## src/rtl/adc_sample_capture.sv

```systemverilog
// adc_sample_capture: drives a 12-bit serial ADC (4 leading zeros + 12 data
// bits, MSB first) once per sample period. Each completed word is presented
// with a one-cycle strobe. The block also produces the write/read strobes for
// an echo FIFO, and reads start once DELAY_SAMPLES words have been written.
module adc_sample_capture #(
  parameter int CLK_DIV       = 4,
  parameter int SAMPLE_PERIOD = 2500,
  parameter int DELAY_SAMPLES = 8000
) (
  input  logic        clk,
  input  logic        rst,
  input  logic        en,
  input  logic        sdata,
  output logic        sclk,
  output logic        cs_n,
  output logic [11:0] sample,
  output logic        sample_valid,
  output logic        wr_en,
  output logic        rd_en
);

  localparam int PER_W  = (SAMPLE_PERIOD > 1) ? $clog2(SAMPLE_PERIOD) : 1;
  localparam int DIV_W  = (CLK_DIV > 1) ? $clog2(CLK_DIV) : 1;
  localparam int FILL_W = (DELAY_SAMPLES > 0) ? $clog2(DELAY_SAMPLES + 1) : 1;

  localparam logic [PER_W-1:0]  PER_LAST = PER_W'(SAMPLE_PERIOD - 1);
  localparam logic [DIV_W-1:0]  DIV_LAST = DIV_W'(CLK_DIV - 1);
  localparam logic [FILL_W-1:0] FILL_MAX = FILL_W'(DELAY_SAMPLES);

  // A frame takes 32*CLK_DIV+2 cycles from tick to return to IDLE; a shorter
  // period would drop ticks and break the fixed sample rate.
  if (SAMPLE_PERIOD < 32 * CLK_DIV + 3) begin : g_bad_period
    $error("adc_sample_capture: SAMPLE_PERIOD must be >= 32*CLK_DIV+3");
  end
  if (CLK_DIV < 1) begin : g_bad_div
    $error("adc_sample_capture: CLK_DIV must be >= 1");
  end
  if (DELAY_SAMPLES < 1) begin : g_bad_delay
    $error("adc_sample_capture: DELAY_SAMPLES must be >= 1");
  end

  typedef enum logic [1:0] {
    S_IDLE = 2'd0,
    S_CONV = 2'd1,
    S_DONE = 2'd2
  } state_t;

  state_t            r_state;
  logic [PER_W-1:0]  r_per_cnt;
  logic [DIV_W-1:0]  r_div;
  logic [3:0]        r_bit;
  logic [FILL_W-1:0] r_fill;
  logic              r_sclk;
  logic              r_cs_n;
  logic [11:0]       r_sample;
  logic              r_valid;
  logic              r_wr;
  logic              r_rd;
  // Only the low 12 bits of the 16-bit frame are kept; the four leading
  // bits shift out of the top and are never looked at.
  logic [11:0]       r_shift;

  logic              w_tick;
  logic              w_sclk_rise;

  assign w_tick      = (r_per_cnt == PER_LAST);
  assign w_sclk_rise = (r_state == S_CONV) && (r_div == DIV_LAST) && !r_sclk;

  // Free-running sample-period counter; its wrap cycle is the conversion tick.
  always_ff @(posedge clk or negedge rst) begin
    if (!rst) begin
      r_per_cnt <= '0;
    end else if (w_tick) begin
      r_per_cnt <= '0;
    end else begin
      r_per_cnt <= r_per_cnt + 1'b1;
    end
  end

  // Capture serial data MSB first on every sclk 0->1 transition.
  always_ff @(posedge clk) begin
    if (w_sclk_rise) begin
      r_shift <= {r_shift[10:0], sdata};
    end
  end

  // Conversion FSM: frames the ADC transfer, emits strobes, tracks FIFO fill.
  always_ff @(posedge clk or negedge rst) begin
    if (!rst) begin
      r_state  <= S_IDLE;
      r_div    <= '0;
      r_bit    <= '0;
      r_fill   <= '0;
      r_sclk   <= 1'b1;
      r_cs_n   <= 1'b1;
      r_sample <= '0;
      r_valid  <= 1'b0;
      r_wr     <= 1'b0;
      r_rd     <= 1'b0;
    end else begin
      r_valid <= 1'b0;
      r_wr    <= 1'b0;
      r_rd    <= 1'b0;
      case (r_state)
        S_IDLE: begin
          r_cs_n <= 1'b1;
          r_sclk <= 1'b1;
          r_div  <= '0;
          r_bit  <= '0;
          // Disabling restarts the echo delay from empty.
          if (!en) begin
            r_fill <= '0;
          end
          if (w_tick && en) begin
            r_state <= S_CONV;
            r_cs_n  <= 1'b0;
          end
        end
        S_CONV: begin
          if (r_div == DIV_LAST) begin
            r_div  <= '0;
            r_sclk <= ~r_sclk;
            if (!r_sclk) begin
              if (r_bit == 4'd15) begin
                r_bit   <= '0;
                r_state <= S_DONE;
                r_cs_n  <= 1'b1;
              end else begin
                r_bit <= r_bit + 4'd1;
              end
            end
          end else begin
            r_div <= r_div + 1'b1;
          end
        end
        S_DONE: begin
          r_sample <= r_shift;
          r_valid  <= 1'b1;
          r_wr     <= 1'b1;
          r_rd     <= (r_fill == FILL_MAX);
          if (r_fill != FILL_MAX) begin
            r_fill <= r_fill + 1'b1;
          end
          r_state <= S_IDLE;
        end
        default: begin
          r_state <= S_IDLE;
        end
      endcase
    end
  end

  assign sclk         = r_sclk;
  assign cs_n         = r_cs_n;
  assign sample       = r_sample;
  assign sample_valid = r_valid;
  assign wr_en        = r_wr;
  assign rd_en        = r_rd;

endmodule
```

## config.mk

```make
export PLATFORM = sky130hd
export DESIGN_NAME = adc_sample_capture
export DESIGN_NICKNAME = d
export VERILOG_FILES = /design/src/rtl/adc_sample_capture.sv
export SDC_FILE = /design/constraint.sdc
export NUM_CORES = 1
export LEC_CHECK = 0
export ABC_AREA = 1
export CELL_PAD_IN_SITES_DETAIL_PLACEMENT = 1
export CELL_PAD_IN_SITES_GLOBAL_PLACEMENT = 1
export CORE_MARGIN = 5
export CORE_UTILIZATION = 30
export CTS_CLUSTER_DIAMETER = 100
export DETAILED_ROUTE_END_ITERATION = 7
export PLACE_DENSITY_LB_ADDON = 0.25
export SYNTH_ARGS = -nofsm -noshare
export SYNTH_HDL_FRONTEND = slang
export SYNTH_SLANG_ARGS = --single-unit
```

## constraint.sdc

```tcl
create_clock -name clk -period 2.4 [get_ports clk]
set_input_delay 0.6 -clock clk [delete_from_list [all_inputs] [get_ports clk]]
set_output_delay 0.6 -clock clk [all_outputs]
set_load 0.01 [all_outputs]
```

After elaboration in Yosys (flattened, before gate mapping) --
Cells that the tools add are included.
Word-level totals: flip-flop bits (word level) 61, input bits 4, output and inout bits 17, logic and storage cells 65
Cells by class: $add $sub $neg 4, eq/ne operators 13, muxes and demuxes 24, bitwise operators 1, reductions and logical operators 12
Operators by type and width (number):
- $mux W13 | 2
- $pmux W13 S2 | 1
- $add A13 B1 Y13 const B | 1
- $eq A13 B13 Y1 const B | 1
- $ne A13 B13 Y1 const B | 1
- $add A12 B1 Y12 const B | 1
- $eq A12 B12 Y1 const B | 1
- $mux W12 | 1
- $mux W4 | 3
- $mux W2 | 5
- $ne A2 B2 Y1 const B | 4
- $pmux W2 S2 | 2
- $pmux W4 S2 | 1
- $reduce_and A4 Y1 | 2
- $mux W1 | 7
- $reduce_and A3 Y1 | 2
- $add A4 B1 Y4 const B | 1
- $eq A2 B2 Y1 const B | 2
- $eq A4 B4 Y1 const B | 1
- $ne A2 B1 Y1 const B | 2
- $pmux W1 S2 | 2
- $reduce_bool A2 Y1 | 2
- $logic_and A1 B1 Y1 | 3
- $add A2 B1 Y2 const B | 1
- 5 further kinds | 5

Logic depth before layout (Yosys ltp) --
Gate-level depths: netlist of the first run.
word-level depth 5, gate-level depth with buffers 9, depth with buffers taken out 9

Least setup slack after synthesis of the first run --
Ideal clock, no wire load.
kind flip-flop to flip-flop, from reg r_div[0], to reg r_shift[0], enable pin, library setup time 0.396 ns, data arrival time 1.535 ns, data required time 2.004 ns, slack 0.469 ns, stages on the path, launching flop included 4, path buffers 0, clock period less this slack 1.931 ns, cells stage by stage dfrtp_1 > ha_1 > inv_1 > nor3_1
On the way: cells in the longest elaborated chain, start to end 3
Ends and longest elaborated chain:
- start: declaration | line 50 | logic [DIV_W-1:0] r_div;
- start signal: assignment | line 133 | r_div <= r_div + 1'b1;
- $eq A2 B2 Y1 | line 67 | assign w_sclk_rise = (r_state == S_CONV) && (r_div == DIV_LAST) && !r_sclk;
- $logic_and A1 B1 Y1 (2 in a row) | line 67
- via w_sclk_rise | line 64 | logic w_sclk_rise;
- end signal: assignment | line 83 | r_shift <= {r_shift[10:0], sdata};
- end: declaration | line 61 | logic [11:0] r_shift;
The timed path passes the listed nets, and every way through them passes these cells. A chain may end at the register's enable or synchronous reset.

Worst setup path in the final report of the first run --
from reg r_sclk (netlist: sclk), to out sclk
RTL lines:
- start: declaration | line 53 | logic r_sclk;
- start signal: assignment | line 122 | r_sclk <= ~r_sclk;
- end: declaration | line 14 | output logic sclk,
No word-level cell between the ends.

==> results of run 1 <==
==> per-layer routing <==
| layer | vias up | global-route usage (%) |
|---|---|---|
| li1 | 1125 | - |
| met1 | 1102 | 15.20 |
| met2 | 19 | 20.65 |
| met3 | 7 | 2.842 |
| met4 | 0 | 5.140 |
| met5 | - | 0 |
==> registers in the layout, indices dropped and copies added, names as in the netlist, 2 cells and up <==
name / flops
r_bit: 4
r_div: 2
r_fill: 13
r_per_cnt: 12
r_shift: 12
r_state: 2
sample: 12
==> synthesized netlist by cell type, types with 2 or more instances <==
master | count | area, um^2
sky130_fd_sc_hd__edfxtp_1 | 12 | 360.4
sky130_fd_sc_hd__inv_2 | 3 | 11.26
sky130_fd_sc_hd__o21ai_1 | 3 | 15.01
sky130_fd_sc_hd__nor2_1 | 26 | 97.59
sky130_fd_sc_hd__nand4_1 | 4 | 25.02
sky130_fd_sc_hd__a21oi_1 | 8 | 40.04
sky130_fd_sc_hd__dfstp_2 | 2 | 52.55
sky130_fd_sc_hd__ha_1 | 5 | 62.56
sky130_fd_sc_hd__dfrtp_1 | 47 | 1176
sky130_fd_sc_hd__nand2_4 | 2 | 22.52
sky130_fd_sc_hd__nor3_2 | 2 | 20.02
sky130_fd_sc_hd__nand3b_1 | 2 | 15.01
sky130_fd_sc_hd__buf_2 | 4 | 20.02
sky130_fd_sc_hd__nand2_1 | 104 | 390.4
sky130_fd_sc_hd__o21ai_0 | 3 | 15.01
sky130_fd_sc_hd__nor3_1 | 7 | 35.03
sky130_fd_sc_hd__nor2_2 | 7 | 43.79
sky130_fd_sc_hd__nand3_1 | 36 | 180.2
sky130_fd_sc_hd__nand2_2 | 3 | 18.77
sky130_fd_sc_hd__xnor2_1 | 2 | 17.52
sky130_fd_sc_hd__inv_1 | 32 | 120.1
sky130_fd_sc_hd__buf_6 | 2 | 22.52
sky130_fd_sc_hd__nor2_4 | 3 | 33.78
sky130_fd_sc_hd__xor2_1 | 5 | 43.79
==> cell families (layout without fill, tap and decap cells) <==
family	after synthesis	in the layout	share of synthesized area, %
simple gates	200	200	31.14
flops	61	61	54.32
buf+inv	43	76	6.330
compound gates	19	19	3.978
xor+xnor	7	7	2.096
fa+ha+maj	5	5	2.139
==> power by group through the flow <==
stage	combinational, W	sequential, W	clock, W
floorplan	0.000000474	0.00107	0
global placement	0.0000257	0.00107	0
detailed placement	0.0000256	0.00107	0
CTS	0.0000261	0.00105	0.00108
global route	0.0000282	0.00105	0.00113
finish	0.0000235	0.00105	0.00105
==> path summary, 6_finish.rpt <==
path                                    from            to  slack, ns  cells after the start
worst max-delay path                    sclk          sclk       0.36                      1
worst min-delay path                     rst     sample[2]       0.34                      1
worst max register to register     r_fill[0]    r_fill[11]       0.59                      9
worst min register to register  r_per_cnt[0]  r_per_cnt[0]       0.45                      1
max in group asynchronous                rst     sample[5]       1.41                      2
min in group clk                r_per_cnt[0]  r_per_cnt[0]       0.45                      1
==> layout make-up <==
class / instances / area (um^2)
fill: 1168 / 6146
clock inverter: 7 / 98.84
sequential: 61 / 1589
inverter: 35 / 131.4
clock buffer: 9 / 123.9
timing repair buffer: 25 / 232.7
tap: 133 / 166.4
multi-input combinational: 231 / 1151
==> through the flow <==
stage / worst slack, ns / hold WS, ns / utilization, %
final: 0.3581 / 0.3383 / 36.24
after global routing: 0.3150 / 0.3920 / 36.24
after CTS: 0.3351 / 0.3639 / 36.24
after detailed placement: 0.5530 / 0.4402 / 33.93
after global placement: 0.5861 / 0.4353 / 33.93
after floorplan: 0.4689 / 0.3044 / -
==> cells in the final DEF, fill, tap and decap left out, types with 4 or more instances in the layout <==
cell type and count:
sky130_fd_sc_hd__clkbuf_8 9, sky130_fd_sc_hd__nor2_2 7, sky130_fd_sc_hd__edfxtp_1 12, sky130_fd_sc_hd__ha_1 5, sky130_fd_sc_hd__nand3_1 36, sky130_fd_sc_hd__a21oi_1 8
sky130_fd_sc_hd__nor3_1 7, sky130_fd_sc_hd__nand4_1 4, sky130_fd_sc_hd__inv_1 32, sky130_fd_sc_hd__nor2_1 26, sky130_fd_sc_hd__clkdlybuf4s50_1 19, sky130_fd_sc_hd__buf_4 5
sky130_fd_sc_hd__xor2_1 5, sky130_fd_sc_hd__dfrtp_1 47, sky130_fd_sc_hd__nand2_1 104
==> out/qor.tcl, run 1 <==
set qor(status) {complete, no violations}
set qor(setup_viol_count_final) 0
set qor(routed-wl-met2_mm) 3.103
set qor(grt_pass1_vias) 2433
set qor(cts.sinks) 61
set qor(cp.arrival_ns) 1.44
set qor(core_area_um2) 9639
set qor(layout_min_cycle_time_ns) 2.042
set qor(synth_area_um2) 2925
set qor(fin_tns_setup_ns) 0
set qor(worst_path_max_delay_cell) {sky130_fd_sc_hd__dfstp_2}
set qor(pwr_density_cell_nw_per_um2) 608.6
set qor(grt.overflow.total) 0
set qor(final_cells) 501
set qor(clkLatencyLatePin_ns) 0.34
set qor(synth-warning-count) 0
set qor(critPathLaunchType) {flop}
set qor(synth.yosys.seq_area_share_pct) 54.32
set qor(post_drt_wl_per_cell_um) 12.72
set qor(clk_pin_slew_worst_paths_ns) 0.08
set qor(post-cts-setup-buffer-count) 0
set qor(detail_route.drc_violations) 0
set qor(die_width_um) 108.7
set qor(worst_margin_slew_ns) 0.7972
set qor(cts_max_path_buffers) 2
set qor(cts_tree) {built}
set qor(achievable-frequency_mhz) 489.7
set qor(sequentialPowerShare_pct) 49.5
set qor(number_of_synthesized_flops_with_an_enable_pin) 12
set qor(detail_route.wirelength.met1_mm) 3.023
set qor(timing_max_transition_violations_final) 0
set qor(switching_power_total_w) 0.0004766
set qor(start_util_pct) 30.35
set qor(grt_antenna_before_repair) 0
set qor(dpl-instance-area_um2) 3271
set qor(final_layout_size_suffix_gt1_share_pct) 13.04
set qor(syn_inst) 335
set qor(synth.net_count) 344
set qor(critical_path.endpoint_type) {primary output}
set qor(die_area_um2) 11830
set qor(detail_route.first_pass.iterations) 4
set qor(worstPathMaxFanout) 4
set qor(worst_ep_required_time_ns) 1.80
set qor(power.switching_fraction_pct) 22.42
set qor(drv.max_cap_violation_count) 0
set qor(ys_seq_elements) 61
set qor(buffer_ports.inserted) 20
set qor(fin_total_pwr_w) 0.002126
set qor(wire_length_of_the_first_global_routing_pass_mm) 11.42
set qor(tritoncts_buffer_count) 9
set qor(drt-initial-drc-count) 92
set qor(power.combinational.fraction_pct) 1.1
set qor(maxSlewHeadroom_pct) 46.86
set qor(final_nets) 372
set qor(detailedPlacementHpwl_mm) 4.593
set qor(viasPerCell) 4.497
set qor(routed-wl-met3_um) 152
set qor(cts.htree.levels) 3
set qor(place_congestion) 0.7130
set qor(power.internal_w) 0.001649
set qor(ys_async_sr_fraction_pct) 80.33
set qor(cell_family_with_the_largest_share_of_critical_path_delay) {flip-flops}
set qor(timing.hold.worst.class) {in2async}
set qor(leakage_nw) 1.607
set qor(syn_area_per_cell_um2) 8.732
set qor(die_h_um) 108.7
set qor(ys.flop_type) {sky130_fd_sc_hd__dfrtp_1}
set qor(detail-route-antenna-nets) 0
set qor(crit_path_cell_trace) {clkdlybuf4s50_1}
set qor(final-hold-violation-count) 0
set qor(max_stage_delay_ns) 0.56
set qor(antennaDiodeCount) 0
set qor(route.final.wire_length_mm) 6.373
set qor(ctsRootBufferMaster) {sky130_fd_sc_hd__clkbuf_8}
set qor(hold_buffers) 0
set qor(worstSetupPathType) {reg2out}
set qor(largest_net_degree_at_the_start_of_global_routing) 34
set qor(top_level_ports) 21
set qor(design_area_um2) 3493
set qor(post_cts_resized) 0
set qor(cp.buffers_inverters) 1
set qor(finalClockSkew_ns) 0.01084
set qor(synth_cell_type_count) 35
set qor(area.growth.synth_to_final_pct) 19.42
set qor(grt_use_total_pct) 12.31
set qor(worst_ir_drop_vdd_mv) 0.3312
set qor(grt_setup_unrepaired) {no}
set qor(final_min_period_over_clock_period_pct) 85.08
set qor(dp_cells) 485
set qor(clock_power_share_pct) 49.4
set qor(top_layer) {met4}
set qor(vias) 2253
set qor(row_count) 36
Note: power is estimated with default switching activity, not from simulation.
==> inputs of run 2 (changes only) <==
CAP_MARGIN = 20   (was unset)
==> results of run 2 <==
Final layout, timing and power as in run 1 (identical DEF).
==> inputs of run 3 (changes only) <==
CORE_MARGIN = 3   (was 5)
==> run 3 against run 2 <==
Clock skew about the same. Routed wire length down 1.3%. Largest power group unchanged. Highest routed layer unchanged. Maximum frequency grew 0.22%.
==> out/qor.tcl, run 3 (synthesis results as in run 1) <==
set qor(cts.htree.levels) 3
set qor(crit_path_cell_trace) {clkdlybuf4s50_1}
set qor(cp.arrival_ns) 1.44
set qor(area.growth.synth_to_final_pct) 19.42
set qor(mostFrequentLayoutCells) {sky130_fd_sc_hd__nand2_1, sky130_fd_sc_hd__dfrtp_1, sky130_fd_sc_hd__nand3_1, sky130_fd_sc_hd__inv_1, sky130_fd_sc_hd__nor2_1}
set qor(largest_net_degree_at_the_start_of_global_routing) 29
set qor(final_min_period_over_clock_period_pct) 84.89
set qor(dpl-instance-area_um2) 3271
set qor(grt_pass1_vias) 2339
set qor(worst_ir_drop_vdd_mv) 0.3846
set qor(maxSlewHeadroom_pct) 62.04
set qor(buffer_ports.inserted) 20
set qor(detail-route-antenna-nets) 0
set qor(viasPerCell) 4.546
set qor(detailedPlacementHpwl_mm) 4.559
set qor(clock_power_share_pct) 48.7
set qor(top_layer) {met4}
set qor(worst_case_hold_slack_ns) 0.2596
set qor(layout.area.seq_um2) 1589
set qor(grt.overflow.total) 0
set qor(number_of_flip_flops_in_the_largest_register) 13
set qor(route.final.wire_length_mm) 6.287
set qor(grt_setup_unrepaired) {no}
set qor(design_area_um2) 3493
set qor(worst_ep_required_time_ns) 1.80
set qor(grt_antenna_before_repair) 0
set qor(post_cts_resized) 0
set qor(die_area_um2) 10970
set qor(number_of_cells_on_the_worst_reg_to_reg_path) 9
set qor(grt_use_total_pct) 12.62
set qor(power.switching_fraction_pct) 21.47
set qor(die_width_um) 104.7
set qor(sequentialPowerShare_pct) 50.1
set qor(vias) 2255
set qor(hold_buffers) 0
set qor(row_count) 35
set qor(detail_route.drc_violations) 0
set qor(worst_margin_slew_ns) 0.5693
set qor(fin_tns_setup_ns) 0
set qor(switching_power_total_w) 0.0004512
set qor(critical_path.endpoint_type) {primary output}
set qor(post_drt_wl_per_cell_um) 12.68
set qor(place_congestion) 0.8121
set qor(drv.max_cap_violation_count) 0
set qor(detail_route.wirelength.met1_mm) 2.998
set qor(final_cells) 496
set qor(leakage_nw) 1.607
set qor(final-hold-violation-count) 0
set qor(die_h_um) 104.7
set qor(cts_max_path_buffers) 2
set qor(layout_commonest_cell) {sky130_fd_sc_hd__nand2_1}
set qor(routed-wl-met3_um) 144
set qor(detail_route.first_pass.iterations) 4
set qor(clkLatencyLatePin_ns) 0.33
set qor(power.combinational.fraction_pct) 1.2
set qor(setup_viol_count_final) 0
set qor(ctsRootBufferMaster) {sky130_fd_sc_hd__clkbuf_8}
set qor(cp.buffers_inverters) 1
set qor(routed-wl-met2_mm) 3.083
set qor(antennaDiodeCount) 0
set qor(critical_path_cell_count) 1
set qor(top_register) {r_fill}
set qor(wire_length_of_the_first_global_routing_pass_mm) 11.36
set qor(fillerInstances) 1127
set qor(core_area_um2) 9371
set qor(worst_path_max_delay_cell) {sky130_fd_sc_hd__dfstp_2}
set qor(critPathLaunchType) {flop}
set qor(top_level_ports) 21
set qor(power.internal_w) 0.001650
set qor(finalClockSkew_ns) 0.01037
set qor(final_nets) 371
set qor(clk_pin_slew_worst_paths_ns) 0.08
set qor(timing_max_transition_violations_final) 0
set qor(worstSetupPathType) {reg2out}
set qor(max_stage_delay_ns) 0.57
set qor(post-cts-setup-buffer-count) 0
set qor(pwr_density_cell_nw_per_um2) 601.6
set qor(status) {complete, no violations}
set qor(achievable-frequency_mhz) 490.8
set qor(multiInputGateArea_um2) 1151
set qor(layout_min_cycle_time_ns) 2.037
set qor(tritoncts_buffer_count) 9
set qor(cell_family_with_the_largest_share_of_critical_path_delay) {flip-flops}
set qor(cts.sinks) 61
set qor(final_layout_size_suffix_gt1_share_pct) 12.81
set qor(timing.hold.worst.class) {in2async}
set qor(cts_tree) {built}
set qor(drt-initial-drc-count) 111
set qor(dp_cells) 480
set qor(start_util_pct) 31.21
set qor(worstPathMaxFanout) 4
run 3: final timing paths:
| path | from | to | slack (ns) |
|---|---|---|---|
| max in group asynchronous | rst | cs_n | 1.52 |
| min in group clk | r_shift[1] | r_shift[2] | 0.45 |
| setup reg to reg | r_fill[0] | r_fill[12] | 0.57 |
| hold / removal | rst | sample[8] | 0.26 |
| setup / recovery | sclk | sclk | 0.36 |
| hold reg to reg | r_shift[1] | r_shift[2] | 0.45 |
run 3: layout make-up:
cell class | count | share of cell area (%)
Clock inverter | 7 | 2.830
Inverter | 35 | 3.761
Sequential cell | 61 | 45.49
Timing Repair Buffer | 24 | 6.805
Clock buffer | 9 | 3.546
Multi-Input combinational cell | 231 | 32.95
Tap cell | 129 | 4.620
run 3: worst reg2reg max path, stage by stage, from the launching register on:
cell and delay (ns):
sky130_fd_sc_hd__dfrtp_1 0.45, sky130_fd_sc_hd__inv_1 0.15, sky130_fd_sc_hd__ha_1 0.16, sky130_fd_sc_hd__nand2_1 0.05
sky130_fd_sc_hd__nor3_1 0.19, sky130_fd_sc_hd__nand3_2 0.15, sky130_fd_sc_hd__nand2_2 0.25, sky130_fd_sc_hd__nand2_2 0.17
sky130_fd_sc_hd__nand2_1 0.10, sky130_fd_sc_hd__nand2_1 0.05
run 3: per-stage QoR:
step,setup slack [ns],total power (W),utilization [%]
2_1_floorplan,0.4689,0.001074,-
3_3_place_gp,0.6059,0.001100,34.90
3_5_place_dp,0.5620,0.001100,34.90
4_1_cts,0.3411,0.002144,37.28
5_1_grt,0.3208,0.002210,37.28
6_report,0.3626,0.002102,37.28
run 3: power by group through the flow:
stage                     combinational, W  clock, W  sequential, W
after detailed placement         0.0000275         0        0.00107
after global placement           0.0000274         0        0.00107
after global routing             0.0000292   0.00113        0.00105
after CTS                        0.0000274   0.00106        0.00105
after floorplan                0.000000474         0        0.00107
final                            0.0000250   0.00102        0.00105
run 3: metal layers:
metal / global-route usage, % / up-vias
met2: 20.85 / 25
met3: 2.594 / 4
li1: - / 1127
met4: 3.936 / 0
met1: 16.60 / 1099
met5: 0 / -
